File: src/rtl/softmax_wdma_pkg.sv
// Shared definitions for the softmax write-DMA: beat and burst geometry,
// CSR field widths, FSM states and the MCIF command layout.
package softmax_wdma_pkg;

   localparam int TOUT       = 8;
   localparam int MAX_DAT_DW = 64;
   localparam int DAT_W      = TOUT * MAX_DAT_DW;
   localparam int BEAT_BYTES = DAT_W / 8;
   localparam int BURST_LEN  = 16;
   localparam int LOG2_BURST = 4;

   localparam int LOG2_CH    = 11;
   localparam int LOG2_TOUT  = 3;
   localparam int CH_W       = LOG2_CH - LOG2_TOUT;
   localparam int H_W        = 11;
   localparam int W_W        = 11;
   localparam int WCHUNK_W   = W_W - LOG2_BURST;
   localparam int REQ_W      = LOG2_BURST + 32;

   localparam logic [31:0] W_STEP = 32'(BURST_LEN * BEAT_BYTES);

   typedef enum logic [1:0] {
      ST_IDLE,
      ST_CMD,
      ST_DATA
   } wdma_state_t;

   // Command payload is {len, addr}; the read DMA uses the same layout.
   function automatic logic [REQ_W-1:0] pack_cmd(input logic [LOG2_BURST-1:0] len,
                                                 input logic [31:0]           addr);
      return {len, addr};
   endfunction

endpackage

File: src/rtl/softmax_wdma_if.sv
// Core-to-DMA data stream plus the MCIF write command and data channels.
interface softmax_wdma_if;
   import softmax_wdma_pkg::*;

   logic             core2wdma_dat_vld;
   logic             core2wdma_dat_rdy;
   logic [DAT_W-1:0] core2wdma_dat_pd;

   logic             Softmax2mcif_wr_req_vld;
   logic             Softmax2mcif_wr_req_rdy;
   logic [REQ_W-1:0] Softmax2mcif_wr_req_pd;

   logic             Softmax2mcif_wr_dat_vld;
   logic             Softmax2mcif_wr_dat_rdy;
   logic [DAT_W-1:0] Softmax2mcif_wr_dat_pd;
   logic             Softmax2mcif_wr_dat_last;

   modport master (
      input  core2wdma_dat_vld, core2wdma_dat_pd,
      input  Softmax2mcif_wr_req_rdy, Softmax2mcif_wr_dat_rdy,
      output core2wdma_dat_rdy,
      output Softmax2mcif_wr_req_vld, Softmax2mcif_wr_req_pd,
      output Softmax2mcif_wr_dat_vld, Softmax2mcif_wr_dat_pd, Softmax2mcif_wr_dat_last
   );

   modport slave (
      output core2wdma_dat_vld, core2wdma_dat_pd,
      output Softmax2mcif_wr_req_rdy, Softmax2mcif_wr_dat_rdy,
      input  core2wdma_dat_rdy,
      input  Softmax2mcif_wr_req_vld, Softmax2mcif_wr_req_pd,
      input  Softmax2mcif_wr_dat_vld, Softmax2mcif_wr_dat_pd, Softmax2mcif_wr_dat_last
   );

endinterface

File: src/rtl/softmax_wdma_addr_gen.sv
// Nested CH / w-chunk / h walk over the output surface, producing the
// address and length of the current burst and the end-of-surface flag.
module softmax_wdma_addr_gen
   import softmax_wdma_pkg::*;
(
   input  logic                  clk,
   input  logic                  rst_n,
   input  logic                  i_clear,
   input  logic                  i_advance,
   input  logic [31:0]           i_base,
   input  logic [25:0]           i_surface_stride,
   input  logic [15:0]           i_line_stride,
   input  logic [CH_W-1:0]       i_ch_div,
   input  logic [H_W-1:0]        i_h_out,
   input  logic [W_W-1:0]        i_w_out,
   output logic [31:0]           o_cmd_addr,
   output logic [LOG2_BURST-1:0] o_cmd_len,
   output logic                  o_last_surface
);

   logic [CH_W-1:0]     r_ch_cnt;
   logic [WCHUNK_W-1:0] r_w_cnt;
   logic [H_W-1:0]      r_h_cnt;
   logic [31:0]         r_ch_bias;
   logic [31:0]         r_w_bias;
   logic [31:0]         r_h_bias;

   logic [W_W-1:0]      w_w_minus1;
   logic                w_ch_wrap;
   logic                w_w_wrap;
   logic                w_h_wrap;

   assign w_w_minus1 = i_w_out - W_W'(1);
   assign w_ch_wrap  = (r_ch_cnt == i_ch_div - CH_W'(1));
   assign w_w_wrap   = (r_w_cnt == w_w_minus1[W_W-1:LOG2_BURST]);
   assign w_h_wrap   = (r_h_cnt == i_h_out - H_W'(1));

   // Only the final w chunk of a row can be short.
   assign o_cmd_len      = w_w_wrap ? w_w_minus1[LOG2_BURST-1:0] : LOG2_BURST'(BURST_LEN - 1);
   assign o_cmd_addr     = i_base + r_h_bias + r_w_bias + r_ch_bias;
   assign o_last_surface = w_ch_wrap & w_w_wrap & w_h_wrap;

   always_ff @(posedge clk or negedge rst_n) begin
      if (!rst_n) begin
         r_ch_cnt  <= '0;
         r_w_cnt   <= '0;
         r_h_cnt   <= '0;
         r_ch_bias <= '0;
         r_w_bias  <= '0;
         r_h_bias  <= '0;
      end else if (i_clear) begin
         r_ch_cnt  <= '0;
         r_w_cnt   <= '0;
         r_h_cnt   <= '0;
         r_ch_bias <= '0;
         r_w_bias  <= '0;
         r_h_bias  <= '0;
      end else if (i_advance) begin
         if (!w_ch_wrap) begin
            r_ch_cnt  <= r_ch_cnt + CH_W'(1);
            r_ch_bias <= r_ch_bias + {6'd0, i_surface_stride};
         end else begin
            r_ch_cnt  <= '0;
            r_ch_bias <= '0;
            if (!w_w_wrap) begin
               r_w_cnt  <= r_w_cnt + WCHUNK_W'(1);
               r_w_bias <= r_w_bias + W_STEP;
            end else begin
               r_w_cnt  <= '0;
               r_w_bias <= '0;
               if (!w_h_wrap) begin
                  r_h_cnt  <= r_h_cnt + H_W'(1);
                  r_h_bias <= r_h_bias + {16'd0, i_line_stride};
               end else begin
                  r_h_cnt  <= '0;
                  r_h_bias <= '0;
               end
            end
         end
      end
   end

endmodule

File: src/rtl/softmax_wdma.sv
// Softmax write-DMA: issues one MCIF write command per burst and passes the
// core's output beats straight through behind it, pulsing done at the end.
module softmax_wdma
   import softmax_wdma_pkg::*;
(
   input  logic              clk,
   input  logic              rst_n,
   input  logic              i_start,
   input  logic [31:0]       i_base_addr,
   input  logic [25:0]       i_surface_stride,
   input  logic [15:0]       i_line_stride,
   input  logic [CH_W-1:0]   i_ch_out_div_tout,
   input  logic [H_W-1:0]    i_h_out,
   input  logic [W_W-1:0]    i_w_out,
   output logic              o_done,
   softmax_wdma_if.master    bus
);

   wdma_state_t           r_state;
   wdma_state_t           w_next_state;
   logic [LOG2_BURST-1:0] r_beat_cnt;
   logic                  r_done;

   logic [31:0]           r_base;
   logic [25:0]           r_surface_stride;
   logic [15:0]           r_line_stride;
   logic [CH_W-1:0]       r_ch_div;
   logic [H_W-1:0]        r_h_out;
   logic [W_W-1:0]        r_w_out;

   logic                  w_clear;
   logic                  w_req_fire;
   logic                  w_beat_fire;
   logic                  w_last_beat;
   logic                  w_advance;
   logic                  w_req_vld;
   logic                  w_dat_vld;
   logic                  w_core_rdy;
   logic [31:0]           w_cmd_addr;
   logic [LOG2_BURST-1:0] w_cmd_len;
   logic                  w_last_surface;

   softmax_wdma_addr_gen u_addr_gen (
      .clk              (clk),
      .rst_n            (rst_n),
      .i_clear          (w_clear),
      .i_advance        (w_advance),
      .i_base           (r_base),
      .i_surface_stride (r_surface_stride),
      .i_line_stride    (r_line_stride),
      .i_ch_div         (r_ch_div),
      .i_h_out          (r_h_out),
      .i_w_out          (r_w_out),
      .o_cmd_addr       (w_cmd_addr),
      .o_cmd_len        (w_cmd_len),
      .o_last_surface   (w_last_surface)
   );

   assign w_clear     = (r_state == ST_IDLE) & i_start;
   assign w_req_fire  = w_req_vld & bus.Softmax2mcif_wr_req_rdy;
   assign w_beat_fire = (r_state == ST_DATA) & bus.core2wdma_dat_vld & bus.Softmax2mcif_wr_dat_rdy;
   assign w_last_beat = (r_beat_cnt == w_cmd_len);
   assign w_advance   = w_beat_fire & w_last_beat;

   always_comb begin
      w_next_state = r_state;
      w_req_vld    = 1'b0;
      w_dat_vld    = 1'b0;
      w_core_rdy   = 1'b0;
      case (r_state)
         ST_IDLE: begin
            if (i_start) w_next_state = ST_CMD;
         end
         ST_CMD: begin
            w_req_vld = 1'b1;
            if (bus.Softmax2mcif_wr_req_rdy) w_next_state = ST_DATA;
         end
         ST_DATA: begin
            w_dat_vld  = bus.core2wdma_dat_vld;
            w_core_rdy = bus.Softmax2mcif_wr_dat_rdy;
            if (w_advance) w_next_state = w_last_surface ? ST_IDLE : ST_CMD;
         end
         default: w_next_state = ST_IDLE;
      endcase
   end

   always_ff @(posedge clk or negedge rst_n) begin
      if (!rst_n) begin
         r_state    <= ST_IDLE;
         r_beat_cnt <= '0;
         r_done     <= 1'b0;
      end else begin
         r_state <= w_next_state;
         r_done  <= w_advance & w_last_surface;
         if (w_req_fire)       r_beat_cnt <= '0;
         else if (w_beat_fire) r_beat_cnt <= r_beat_cnt + LOG2_BURST'(1);
      end
   end

   // Surface geometry is frozen at start so CSR writes mid-surface are harmless.
   always_ff @(posedge clk or negedge rst_n) begin
      if (!rst_n) begin
         r_base           <= '0;
         r_surface_stride <= '0;
         r_line_stride    <= '0;
         r_ch_div         <= '0;
         r_h_out          <= '0;
         r_w_out          <= '0;
      end else if (w_clear) begin
         r_base           <= i_base_addr;
         r_surface_stride <= i_surface_stride;
         r_line_stride    <= i_line_stride;
         r_ch_div         <= i_ch_out_div_tout;
         r_h_out          <= i_h_out;
         r_w_out          <= i_w_out;
      end
   end

   assign bus.Softmax2mcif_wr_req_vld  = w_req_vld;
   assign bus.Softmax2mcif_wr_req_pd   = pack_cmd(w_cmd_len, w_cmd_addr);
   assign bus.Softmax2mcif_wr_dat_vld  = w_dat_vld;
   assign bus.Softmax2mcif_wr_dat_pd   = bus.core2wdma_dat_pd;
   assign bus.Softmax2mcif_wr_dat_last = (r_state == ST_DATA) & w_last_beat;
   assign bus.core2wdma_dat_rdy        = w_core_rdy;
   assign o_done                       = r_done;

endmodule

File: src/flat_wrapper.sv
// flat-port wrapper written by rule: the top's interface ports become plain ports
module softmax_wdma_flat import softmax_wdma_pkg::*;
  (clk, rst_n, i_start, i_base_addr, i_surface_stride, i_line_stride, i_ch_out_div_tout, i_h_out, i_w_out, o_done, bus_core2wdma_dat_vld, bus_core2wdma_dat_pd, bus_Softmax2mcif_wr_req_rdy, bus_Softmax2mcif_wr_dat_rdy, bus_core2wdma_dat_rdy, bus_Softmax2mcif_wr_req_vld, bus_Softmax2mcif_wr_req_pd, bus_Softmax2mcif_wr_dat_vld, bus_Softmax2mcif_wr_dat_pd, bus_Softmax2mcif_wr_dat_last);
  softmax_wdma_if bus_i ();
  input  logic clk;
  input  logic rst_n;
  input  logic i_start;
  input  logic [31:0] i_base_addr;
  input  logic [25:0] i_surface_stride;
  input  logic [15:0] i_line_stride;
  input  logic [CH_W-1:0] i_ch_out_div_tout;
  input  logic [H_W-1:0] i_h_out;
  input  logic [W_W-1:0] i_w_out;
  output logic o_done;
  input wire logic [$bits(bus_i.core2wdma_dat_vld)-1:0] bus_core2wdma_dat_vld;
  input wire logic [$bits(bus_i.core2wdma_dat_pd)-1:0] bus_core2wdma_dat_pd;
  input wire logic [$bits(bus_i.Softmax2mcif_wr_req_rdy)-1:0] bus_Softmax2mcif_wr_req_rdy;
  input wire logic [$bits(bus_i.Softmax2mcif_wr_dat_rdy)-1:0] bus_Softmax2mcif_wr_dat_rdy;
  output wire logic [$bits(bus_i.core2wdma_dat_rdy)-1:0] bus_core2wdma_dat_rdy;
  output wire logic [$bits(bus_i.Softmax2mcif_wr_req_vld)-1:0] bus_Softmax2mcif_wr_req_vld;
  output wire logic [$bits(bus_i.Softmax2mcif_wr_req_pd)-1:0] bus_Softmax2mcif_wr_req_pd;
  output wire logic [$bits(bus_i.Softmax2mcif_wr_dat_vld)-1:0] bus_Softmax2mcif_wr_dat_vld;
  output wire logic [$bits(bus_i.Softmax2mcif_wr_dat_pd)-1:0] bus_Softmax2mcif_wr_dat_pd;
  output wire logic [$bits(bus_i.Softmax2mcif_wr_dat_last)-1:0] bus_Softmax2mcif_wr_dat_last;
  assign bus_i.core2wdma_dat_vld = bus_core2wdma_dat_vld;
  assign bus_i.core2wdma_dat_pd = bus_core2wdma_dat_pd;
  assign bus_i.Softmax2mcif_wr_req_rdy = bus_Softmax2mcif_wr_req_rdy;
  assign bus_i.Softmax2mcif_wr_dat_rdy = bus_Softmax2mcif_wr_dat_rdy;
  assign bus_core2wdma_dat_rdy = bus_i.core2wdma_dat_rdy;
  assign bus_Softmax2mcif_wr_req_vld = bus_i.Softmax2mcif_wr_req_vld;
  assign bus_Softmax2mcif_wr_req_pd = bus_i.Softmax2mcif_wr_req_pd;
  assign bus_Softmax2mcif_wr_dat_vld = bus_i.Softmax2mcif_wr_dat_vld;
  assign bus_Softmax2mcif_wr_dat_pd = bus_i.Softmax2mcif_wr_dat_pd;
  assign bus_Softmax2mcif_wr_dat_last = bus_i.Softmax2mcif_wr_dat_last;
  softmax_wdma u_core (.clk(clk), .rst_n(rst_n), .i_start(i_start), .i_base_addr(i_base_addr), .i_surface_stride(i_surface_stride), .i_line_stride(i_line_stride), .i_ch_out_div_tout(i_ch_out_div_tout), .i_h_out(i_h_out), .i_w_out(i_w_out), .o_done(o_done), .bus(bus_i));
endmodule
File: config.mk
export PLATFORM = sky130hd
export DESIGN_NAME = softmax_wdma_flat
export DESIGN_NICKNAME = d
export VERILOG_FILES = /design/src/rtl/softmax_wdma_pkg.sv /design/src/rtl/softmax_wdma_if.sv /design/src/rtl/softmax_wdma_addr_gen.sv /design/src/rtl/softmax_wdma.sv /design/src/flat_wrapper.sv
export SDC_FILE = /design/constraint.sdc
export NUM_CORES = 1
export LEC_CHECK = 0
export CORE_AREA = 8 8 455 457
export DETAILED_ROUTE_END_ITERATION = 12
export DIE_AREA = 0 0 463 465
export DONT_BUFFER_PORTS = 1
export HOLD_SLACK_MARGIN = 0.15
export MAX_ROUTING_LAYER = met4
export PLACE_DENSITY = 0.3
export SLEW_MARGIN = 20
export SYNTH_ARGS = -nofsm -noshare
export SYNTH_HDL_FRONTEND = slang
export SYNTH_HIERARCHICAL = 1
export SYNTH_SLANG_ARGS = --single-unit
File: constraint.sdc
create_clock -name clk -period 5.15 [get_ports clk]
set_input_delay 0.7725 -clock clk [delete_from_list [all_inputs] [get_ports clk]]
set_output_delay 0.7725 -clock clk [all_outputs]
set_load 0.05 [all_outputs]
==> run summary, run 1 <==
The flow ran to the end, but the final reports show violations. The final reports fail on negative hold slack, negative setup slack. Ranked by total cell area, the synthesized netlist is headed by sky130_fd_sc_hd__dfrtp_1, sky130_fd_sc_hd__buf_4, sky130_fd_sc_hd__ha_1.

In this run the mean area of a mapped cell was 9.325 µm². The setup path with the least slack is of type reg -> out. Using the TritonRoute via totals, the vias-per-cell ratio works out to 2.897. The total area inside the core boundary comes to 0.2005 mm². The routed layout has 12490 vias. In this design, the largest share of critical-path delay is due to compound AO/OA/AOI/OAI gates. Clock-pin slew was measured on the worst setup and hold paths at 60 ps. The post-synthesis share of cell area spent on xor and xnor gates is 0.05747. The number of buffer and inverter stages on the critical path is 5.

Of the total power, the share spent switching nets is 0.4454. The transition time of the tightest slew-check pin is 1001 ps. STA classifies the critical path endpoint as an output pin. The final period utilization is 1.057. The critical-path maximum fanout came out at 3.

The met3 layer usage reported by global route came out at 0.1153. Traced cell by cell, the critical path runs through ha_4, inv_2, fa_1, inv_1, ha_2, fa_2, a211oi_2, nor2_2, o31a_1, a221o_2, a211oi_2, buf_4, buf_12, o21ai_2, a211o_1, o211ai_1, clkbuf_16. The cell with the biggest individual delay on the critical path is sky130_fd_sc_hd__fa_1. The worst register-to-register path ends at u_core/u_addr_gen/r_ch_bias[27]$_DFFE_PN0P_.

The area occupied by multi-input gates is 0.009179 mm². The worst-case clock skew is 26.79 ps. The fraction of registers with async set or reset after synthesis is 1.000. Setup violations remaining at the end of the flow were counted as 8. The synthesized instance count came out at 2043. The share of power burned in combinational logic is 0.491.

The number of pins with negative max-slew slack in the final report was 0. The total internal power came out at 5.522 mW. The number of search-and-repair iterations in the first detailed-routing pass came out at 5. Max-cap violations in this run came to 0. The number of remaining DRC errors came out at 0. The instance area at placement came out at 0.01912 mm². Pin placement for this block handled 1175 I/O pins. The final instance area came out at 0.02061 mm². The number of input and output port buffers inserted is 0. After the last flow step, the layout net total stands at 2364. During synthesis, Yosys emitted a total of 6 warnings. The fraction of post-synthesis cell area in the top cell type by area came out at 0.2929. The number of enable-type register cells in the synthesized netlist is 0. The routability-driven placement congestion ratio is 0.8722. The number of unique standard cell types used by synthesis is 75. The total nets after synthesis came out at 2810. For this run, the leading register cell type out of synthesis is sky130_fd_sc_hd__dfrtp_1. The beginning of the worst register-to-register path is u_core/r_w_out[0]$_DFFE_PN0P_. The dominant combinational cell family by area after synthesis is buffers and inverters. In the final layout, the share of cells above drive strength 1 is 0.1574. The worst-case IR drop observed on VDD is 302.2 µV. The maximum frequency from static timing analysis is 183.7 MHz. The CTS tree is built. The worst pin sits at a relative slew slack of 0.3313. In the final routed layout, each cell accounts on average for 28.63 µm. The global-route usage over all layers came out at 0.1122. The initial utilization of the core area, before any placement, comes to 0.09503. The required time at the endpoint of the critical path came out at 4380 ps. The number of hold violations in the final report came out at 140. From bottom edge to top edge, the die measures 465 µm. Counting I/O delays and the setup requirement, the final critical path takes 5443 ps.

The utilization after layout came out at 0.1028. The startpoint type of the worst setup path is a flip-flop. The register-to-register path setup slack came out at 830 ps. The cell count of the worst reg-to-reg path is 17.

After global routing, the most crowded layer is met2. The share of total power dissipated in sequential elements is 0.281. The mapped netlist covers 0.01905 mm². The total clock sinks came out at 223.

The number of nets still failing antenna checks after routing came out at 0. In this run, CTS created clock tree buffers numbering 31. The sequential element share of the synthesized area is 0.2929.

For this run, global-route usage on met2 was measured as 0.2015. The number of global-route vias before repair was 12810. Of the post-synthesis cell area, the part taken by muxes is 0.06469. Measured along the x axis, the die boundary spans 463 µm. The number of storage elements in the synthesis netlist is 223.

Across all hold checks on the routed design, the worst slack comes to -113.8 ps. The largest total area in the synthesized netlist belongs to sky130_fd_sc_hd__dfrtp_1. The sum of overflow across all layers after global routing came out at 0. The fraction of the mapped netlist area in adder cells came out at 0.1165.

The detailed-route wire length is 123.4 mm. The power density normalized to cell area came out at 483.2 mW/mm². In this run the power spent charging and discharging nets is 4.435 mW. The area added between synthesis and finish is 8.164%. The initial antenna violation count is 42. The maximum number of pins on one net before global-route repair is 224. The maximum buffer depth of the clock tree came out at 3. After layout, the worst setup slack is -293.0 ps.

The area used by sequential logic in the layout is 0.005580 mm². The most used cell along the critical path is sky130_fd_sc_hd__a211oi_2. After legalization and detailed placement, the total HPWL measured 110.1 mm. The critical path's largest stage delay came out at 490 ps. The share of total power in the clock network is 0.228. The path class of the tightest hold or removal check is in -> async. The share of synthesized cell area in and, or, nand and nor gates came out at 0.1015. After the first detailed-routing iteration, the DRC count stood at 586. CTS built an H-tree with a depth of 1. The first-pass GRT wire length is 154.1 mm. The synthesized-area fraction occupied by ao, oa, aoi and oai cells came to 0.1226.

The die covers 0.2153 mm². The number of cell rows is 165. Clock tree synthesis selected as its root buffer the cell sky130_fd_sc_hd__clkbuf_16.

Setup repair after global routing could not meet its margin everywhere. The clock reaches the later pin of the worst-skew pair after 610 ps. The worst path arrival time is 4670 ps. The met1 routing resource usage after global routing came out at 0.07480. The total of fill cells in the finished design is 23070. The leakage power summed over all cells came out at 8.109 nW.
[flip-flops by register name, indices dropped and copies added, names as in the netlist, 4 cells and up]
signal,flops
u_core/r_line_stride,16
u_core/u_addr_gen/r_h_cnt,11
u_core/u_addr_gen/r_ch_bias,32
u_core/u_addr_gen/r_ch_cnt,8
u_core/r_ch_div,8
u_core/r_surface_stride,26
u_core/u_addr_gen/r_h_bias,32
u_core/u_addr_gen/r_w_bias,22
u_core/r_h_out,11
u_core/r_base,32
u_core/r_beat_cnt,4
u_core/r_w_out,11
u_core/u_addr_gen/r_w_cnt,7
[worst max-delay path by stage]
stage | startpoint | end | slack (ps) | depth (start not counted)
global route | u_core/u_addr_gen/r_ch_bias[1]$_DFFE_PN0P_ | bus_Softmax2mcif_wr_req_pd[31] | -490 | 17
CTS | u_core/u_addr_gen/r_ch_bias[1]$_DFFE_PN0P_ | bus_Softmax2mcif_wr_req_pd[25] | -410 | 16
global placement | u_core/u_addr_gen/r_ch_bias[1]$_DFFE_PN0P_ | bus_Softmax2mcif_wr_req_pd[25] | 110 | 16
finish | u_core/u_addr_gen/r_ch_bias[1]$_DFFE_PN0P_ | bus_Softmax2mcif_wr_req_pd[29] | -290 | 17
floorplan | u_core/r_w_out[0]$_DFFE_PN0P_ | bus_Softmax2mcif_wr_dat_last | 150 | 11
detailed placement | u_core/u_addr_gen/r_ch_bias[1]$_DFFE_PN0P_ | bus_Softmax2mcif_wr_req_pd[25] | 110 | 16
[metal layers]
metal  up-vias  wire [µm]
met4         0       2390
met1      5954      29030
met5         -          0
met2       772      64000
li1       5603          -
met3       164      28020
[synthesized netlist by cell type (all sizes together) (46+ instances only)]
cell / n
inv: 156
xnor2: 79
nor2: 86
buf: 535
o21ai: 92
nand2: 80
xor2: 46
fa: 54
dfrtp: 223
mux2: 105
a21oi: 73
ha: 91
[per-stage QoR]
step                      setup TNS, ps  total power, mW  setup slack (ps)  std cells  hold slack (ps)
after detailed placement              0            7.692             111.6       4222            477.9
after CTS                         -3190            10.26            -414.6       4293           -190.1
final                             -1507            9.958            -293.0       4312           -113.8
after global routing              -3950            10.74            -491.1       4311           -167.9
after global placement                0            7.719             106.6       4222            470.0
after floorplan                       0            6.750             153.8       2043            446.7
[cells in the final DEF (no fill, tap or decap), drive strengths merged, types with 7 or more instances in the layout]
master | Yosys | final
dfrtp | 223 | 223
inv | 156 | 158
mux2 | 105 | 105
o21ai | 92 | 92
ha | 91 | 91
nor2 | 86 | 86
nand2 | 80 | 80
xnor2 | 79 | 79
buf | 535 | 76
a21oi | 73 | 73
fa | 54 | 54
xor2 | 46 | 46
clkbuf | 21 | 43
a21o | 39 | 39
nor3 | 37 | 37
nand3 | 36 | 36
a31oi | 24 | 24
or3 | 23 | 23
diode | 0 | 20
a22o | 18 | 18
nand4 | 17 | 17
and3 | 16 | 16
a211oi | 13 | 13
o22ai | 12 | 12
and2 | 11 | 11
o21bai | 11 | 11
nor2b | 9 | 9
nand2b | 9 | 9
nor4 | 9 | 9
o21a | 7 | 7
o31ai | 7 | 7
and4 | 7 | 7
clkinv | 0 | 7
a2111oi | 7 | 7
nor3b | 7 | 7
[cells by family (layout without fill, tap and decap cells)]
logic type	count (synthesis)	in the layout
xor+xnor	125	125
mux	110	110
other cells	0	20
simple gates	372	372
flops	223	223
buf+inv	712	289
compound gates	356	356
fa+ha+maj	145	145
[worst register-to-register path, cell delays in order, from the launching register on]
cell                       delay, ps
sky130_fd_sc_hd__dfrtp_1         440
sky130_fd_sc_hd__inv_1            70
sky130_fd_sc_hd__ha_1            220
sky130_fd_sc_hd__nor3b_1         200
sky130_fd_sc_hd__or3_1           320
sky130_fd_sc_hd__a221oi_1        260
sky130_fd_sc_hd__nor3_1          100
sky130_fd_sc_hd__nor3_2          370
sky130_fd_sc_hd__nand3_1         220
sky130_fd_sc_hd__xnor2_1         200
sky130_fd_sc_hd__nand4_1         290
sky130_fd_sc_hd__nor2_1          210
sky130_fd_sc_hd__buf_4           190
sky130_fd_sc_hd__or2_2           220
sky130_fd_sc_hd__buf_4           330
sky130_fd_sc_hd__nand2_1         120
sky130_fd_sc_hd__or3_1           350
sky130_fd_sc_hd__a21oi_1         140
[area by class of cell]
class / count / share of cell area
clock inverter: 14 / 0.007833
timing repair buffer: 77 / 0.03929
inverter: 156 / 0.02842
tap: 2672 / 0.1622
clock buffer: 42 / 0.04354
sequential: 223 / 0.2708
multi-input combinational: 1108 / 0.4454
antenna: 20 / 0.002429
[power groups by stage]
stage               clock network, mW  registers, mW  logic [mW]
finish                           2.27           2.80        4.89
global route                     2.45           2.89        5.40
CTS                              2.40           2.81        5.06
detailed placement                  0           2.83        4.86
global placement                    0           2.83        4.89
floorplan                           0           2.51        4.24
[timing repair]
item	in CTS	in global routing
endpoints found under the setup margin	16	24
pin swaps	19	12
gates resized for setup	42	17
hold endpoints to repair	223	223
buffers inserted	15	3
(Power assumes the default switching activity.)
==> run 2, diff against run 1 <==
--- a/config.mk
+++ b/config.mk
@@ -5,9 +5,10 @@
 export SDC_FILE = /design/constraint.sdc
 export NUM_CORES = 1
 export LEC_CHECK = 0
-export CORE_AREA = 8 8 455 457
+export ABC_AREA = 1
+export CORE_AREA = 8 8 454 456
 export DETAILED_ROUTE_END_ITERATION = 12
-export DIE_AREA = 0 0 463 465
+export DIE_AREA = 0 0 462 464
 export DONT_BUFFER_PORTS = 1
 export HOLD_SLACK_MARGIN = 0.15
 export MAX_ROUTING_LAYER = met4
==> run 2 against run 1 <==
Register-to-register slack better by 150 ps. Clock power is 4% higher. Hold slack improved by 72 ps. Routed wire length decreased by 1.7%. Largest cell class unchanged. The run ends with negative hold slack left. Largest power group unchanged. Combinational power decreased by 1%. Sequential power down 5%. Maximum frequency up 11%. Worst setup slack improved by 540 ps. Synthesized cell count grew 47%. Critical endpoint is now bus_Softmax2mcif_wr_req_pd[17]. Power shrank 1.2%. Final cell count up 20%.
==> run summary, run 2 <==
The flow ran to the end, but the final reports show violations. The final reports fail on negative hold slack. The initial standard-cell utilization of the core was 0.1072 (+0.01220). The summed negative setup slack over all endpoints is 0 ps (+1507 ps). In the final layout, the registers with the most flip-flops are u_core/r_base x32, u_core/u_addr_gen/r_ch_bias x32, u_core/u_addr_gen/r_h_bias x32. The first-pass GRT wire length is 158.1 mm (+2.6%). The fraction of post-synthesis cell area in the top cell type by area came out at 0.2620 (-0.03094). The fraction of registers with async set or reset after synthesis is 1.000 (unchanged).

The required time at the endpoint of the critical path is 4380 ps (about the same). In the post-synthesis netlist, the biggest area contributors are sky130_fd_sc_hd__dfrtp_1, sky130_fd_sc_hd__buf_4, sky130_fd_sc_hd__nand2_1. The via density per instance came out at 3.213 (+11%). The critical-path maximum fanout is 4 (+1).

The count of endpoints failing setup in the final report came out at 0 (-8). The number of max-cap violations came out at 0 (unchanged). The number of remaining DRC errors is 0 (unchanged). By count the netlist is led by sky130_fd_sc_hd__nand2_1, sky130_fd_sc_hd__buf_4, sky130_fd_sc_hd__inv_1. The worst setup path is captured at an output pin. The count of placed standard cells including taps came out at 5128 (+21%).

The number of nets still failing antenna checks after routing is 0 (unchanged). The clock tree root driver cell is sky130_fd_sc_hd__clkbuf_16. The detailed-route wire length came out at 121.3 mm (-1.7%).

The transition time of the tightest slew-check pin came out at 1148 ps (+147.3 ps). The HPWL reported at the end of detailed placement came out at 104.3 mm (-5.3%). The post-synth design cell area is 0.02130 mm² (+12%).

The worst hold margin was -41.92 ps (+71.86 ps). Leaving out fill and tap cells, the most frequent cell in the layout is sky130_fd_sc_hd__nand2_1. The number of cell rows came out at 164 (-0.61%).

The post-synthesis area per instance came out at 7.114 µm² (-24%). The total clock sinks is 223 (unchanged). The number of search-and-repair iterations in the first detailed-routing pass came out at 7 (+2). In the layout the commonest cells are sky130_fd_sc_hd__nand2_1, sky130_fd_sc_hd__inv_1, sky130_fd_sc_hd__dfrtp_1, sky130_fd_sc_hd__nand3_1, sky130_fd_sc_hd__nor2_1.

From synthesis to final layout, the design area changed by 4.429%. The final net count came out at 3276 (+39%). The worst-case clock skew was 23.89 ps (-2.894 ps). The number of pins with negative max-slew slack in the final report came out at 0 (unchanged).

The number of setup buffers added after CTS came out at 0 (-15). The final instance area is 0.02224 mm² (+7.9%). The global-route usage over all layers is 0.1108 (-0.001356). The placeable core region is 0.1986 mm² (-0.91%).

The average wire per standard cell is 23.37 µm (-18%). The number of unique standard cell types used by synthesis came out at 43 (-43%). The number of input and output port buffers inserted is 0 (unchanged). In the synthesized netlist the dominant register cell turns out to be sky130_fd_sc_hd__dfrtp_1.

The initial detailed-routing violation count was 997 (+70%). The final period utilization was 0.9526 (-0.1043). The sum of overflow across all layers after global routing is 0 (unchanged). The sequential element share of the synthesized area is 0.2620 (-0.03094). The overall die width was 462 µm (-0.22%).

The filler-free cell count of the finished design came out at 5191 (+20%). The synthesized instance count is 2994 (+47%). The overall die area came out at 0.2144 mm² (-0.43%). The path class of the tightest hold or removal check is in -> async.

The largest voltage drop on the vdd net is 455.5 µV (+51%). The number of hold violations in the final report is 17 (-88%). The utilization after layout is 0.1120 (+0.009193). The initial antenna violation count is 21 (-50%). The number of I/O pins came out at 1175 (unchanged).

The total number of vias was 16680 (+34%). The clock-pin slew on the worst setup and hold paths came to 60 ps (about the same). The number of enable-type register cells in the synthesized netlist came out at 0 (unchanged). The maximum buffer depth of the clock tree came to 3 (unchanged). The max-slew headroom at the worst pin is 0.2345 (-0.09684). The number of storage elements in the synthesis netlist is 223 (unchanged). The total nets after synthesis came out at 3761 (+34%). The instance area at placement is 0.02102 mm² (+9.9%). The dominant cell type by area after synthesis is sky130_fd_sc_hd__dfrtp_1. Setup repair after global routing could not meet its margin everywhere. By startpoint and endpoint, the worst setup path is classified as reg -> out. The leakage power summed over all cells is 10.18 nW (+26%).

The maximum level of the CTS H-tree came out at 2 (+1). The area used by sequential logic in the layout is 0.005580 mm² (unchanged). TritonCTS built the clock tree.

The worst path arrival time came to 4130 ps (-540 ps). The number of warnings printed during yosys synthesis came to 6 (unchanged). The number of buffers created by CTS is 35 (+13%). The maximum number of pins on one net before global-route repair is 224 (unchanged).

The routability-driven placement congestion ratio came out at 0.8321 (-4.6%). The number of global-route vias before repair is 16870 (+32%). The maximum frequency from static timing analysis came out at 203.8 MHz (+11%).

The time the worst path needs with I/O delays and setup is 4906 ps (-537.0 ps). The total of fill cells in the finished design came out at 23310 (+1.0%). The share of post-route cells with drive strength above 1 came out at 0.07616 (-0.08124). The insertion delay of the later-clocked pin in the worst-skew pair is 570 ps (-40 ps).

STA classifies the critical path startpoint as a flip-flop. The area occupied by multi-input gates is 0.01060 mm² (+16%). The power density normalized to cell area came out at 442.5 mW/mm² (-8.4%).

The die boundary height is 464 µm (-0.22%). The most frequent cell after synthesis is sky130_fd_sc_hd__nand2_1.
## run 2: cell count changes in the layout (fill, tap and decap cells not counted), sizes merged, moves of 29 or more
cell / delta
nand2: +795
nand3: +188
inv: +159
nor2: +121
mux2: -105
xnor2: -47
a21o: -29
buf: -29
## run 2: worst max-delay path: stages, from the launching register on
cell and delay, ps:
sky130_fd_sc_hd__dfrtp_1 440, sky130_fd_sc_hd__ha_1 300, sky130_fd_sc_hd__inv_1 50, sky130_fd_sc_hd__fa_1 500, sky130_fd_sc_hd__inv_1 50, sky130_fd_sc_hd__ha_1 210, sky130_fd_sc_hd__fa_1 430, sky130_fd_sc_hd__nand3_1 100
sky130_fd_sc_hd__nand2_1 180, sky130_fd_sc_hd__a21o_1 250, sky130_fd_sc_hd__nand2_1 70, sky130_fd_sc_hd__nand2_1 150, sky130_fd_sc_hd__nand3_1 110, sky130_fd_sc_hd__nand2_1 80, sky130_fd_sc_hd__xor2_2 340, sky130_fd_sc_hd__buf_4 280
## run 2: logic make-up after synthesis
logic type,Yosys count,synth area share
and+or+nand+nor,1397,0.2775
buffers and inverters,885,0.2521
AOI/OAI and AO/OA,238,0.06062
DFF,223,0.2620
adders and majority gates,145,0.1042
xor gates and xnor gates,106,0.04359
## run 2: cell type report
type / count / share of cell area
inverters: 316 / 0.05355
multi-input cells: 1886 / 0.4767
diodes: 1 / 0.0001125
well taps: 2656 / 0.1494
flip-flops and latches: 223 / 0.2509
clock buffers: 49 / 0.04489
clock inverters: 13 / 0.005119
repair buffers: 47 / 0.01941
## run 2: metrics by stage
| step | hold WS, ps | worst slack, ps | total power [mW] |
|---|---|---|---|
| after floorplan | 448.8 | 939.7 | 6.752 |
| after global placement | 465.7 | 474.5 | 7.734 |
| after detailed placement | 466.7 | 460.9 | 7.720 |
| after CTS | -134.0 | -45.88 | 10.24 |
| after global routing | -98.64 | -35.72 | 10.73 |
| final | -41.92 | 244.1 | 9.842 |
## run 2: worst paths after layout
kind	slack [ps]	cells past startpoint	to	start
min	-40	0	u_core/u_addr_gen/r_w_cnt[0]$_DFFE_PN0P_	rst_n
max reg2reg	980	20	u_core/u_addr_gen/r_ch_bias[19]$_DFFE_PN0P_	u_core/r_w_out[0]$_DFFE_PN0P_
max in group asynchronous	4310	0	u_core/r_surface_stride[1]$_DFFE_PN0P_	rst_n
min reg2reg	480	2	u_core/r_base[12]$_DFFE_PN0P_	u_core/r_base[12]$_DFFE_PN0P_
max	240	15	bus_Softmax2mcif_wr_req_pd[17]	u_core/u_addr_gen/r_ch_bias[1]$_DFFE_PN0P_
min in group clk	310	2	u_core/r_surface_stride[17]$_DFFE_PN0P_	i_surface_stride[17]
## run 2: layer usage
layer  track usage  vias to the layer above  wire length [µm]
met5             -                        -                 0
met4       0.03299                        0              4296
met3       0.06481                      280             17060
met2        0.2063                      812             64590
met1       0.09177                     7694             35360
li1              -                     7895                 -
## run 2: repair_timing
item	CTS	global route
cloned	0	0
hold endpoints to repair	223	223
setup endpoints to repair	8	15
gates resized for setup	8	15
pin swaps	1	1
## run 2: power breakdown
group / leakage (nW) / internal, mW / switching (mW)
clock: 0.545 / 1.37 / 0.994
sequential: 2.94 / 2.18 / 0.473
combinational: 6.69 / 1.47 / 3.35
total: 10.2 / 5.02 / 4.82
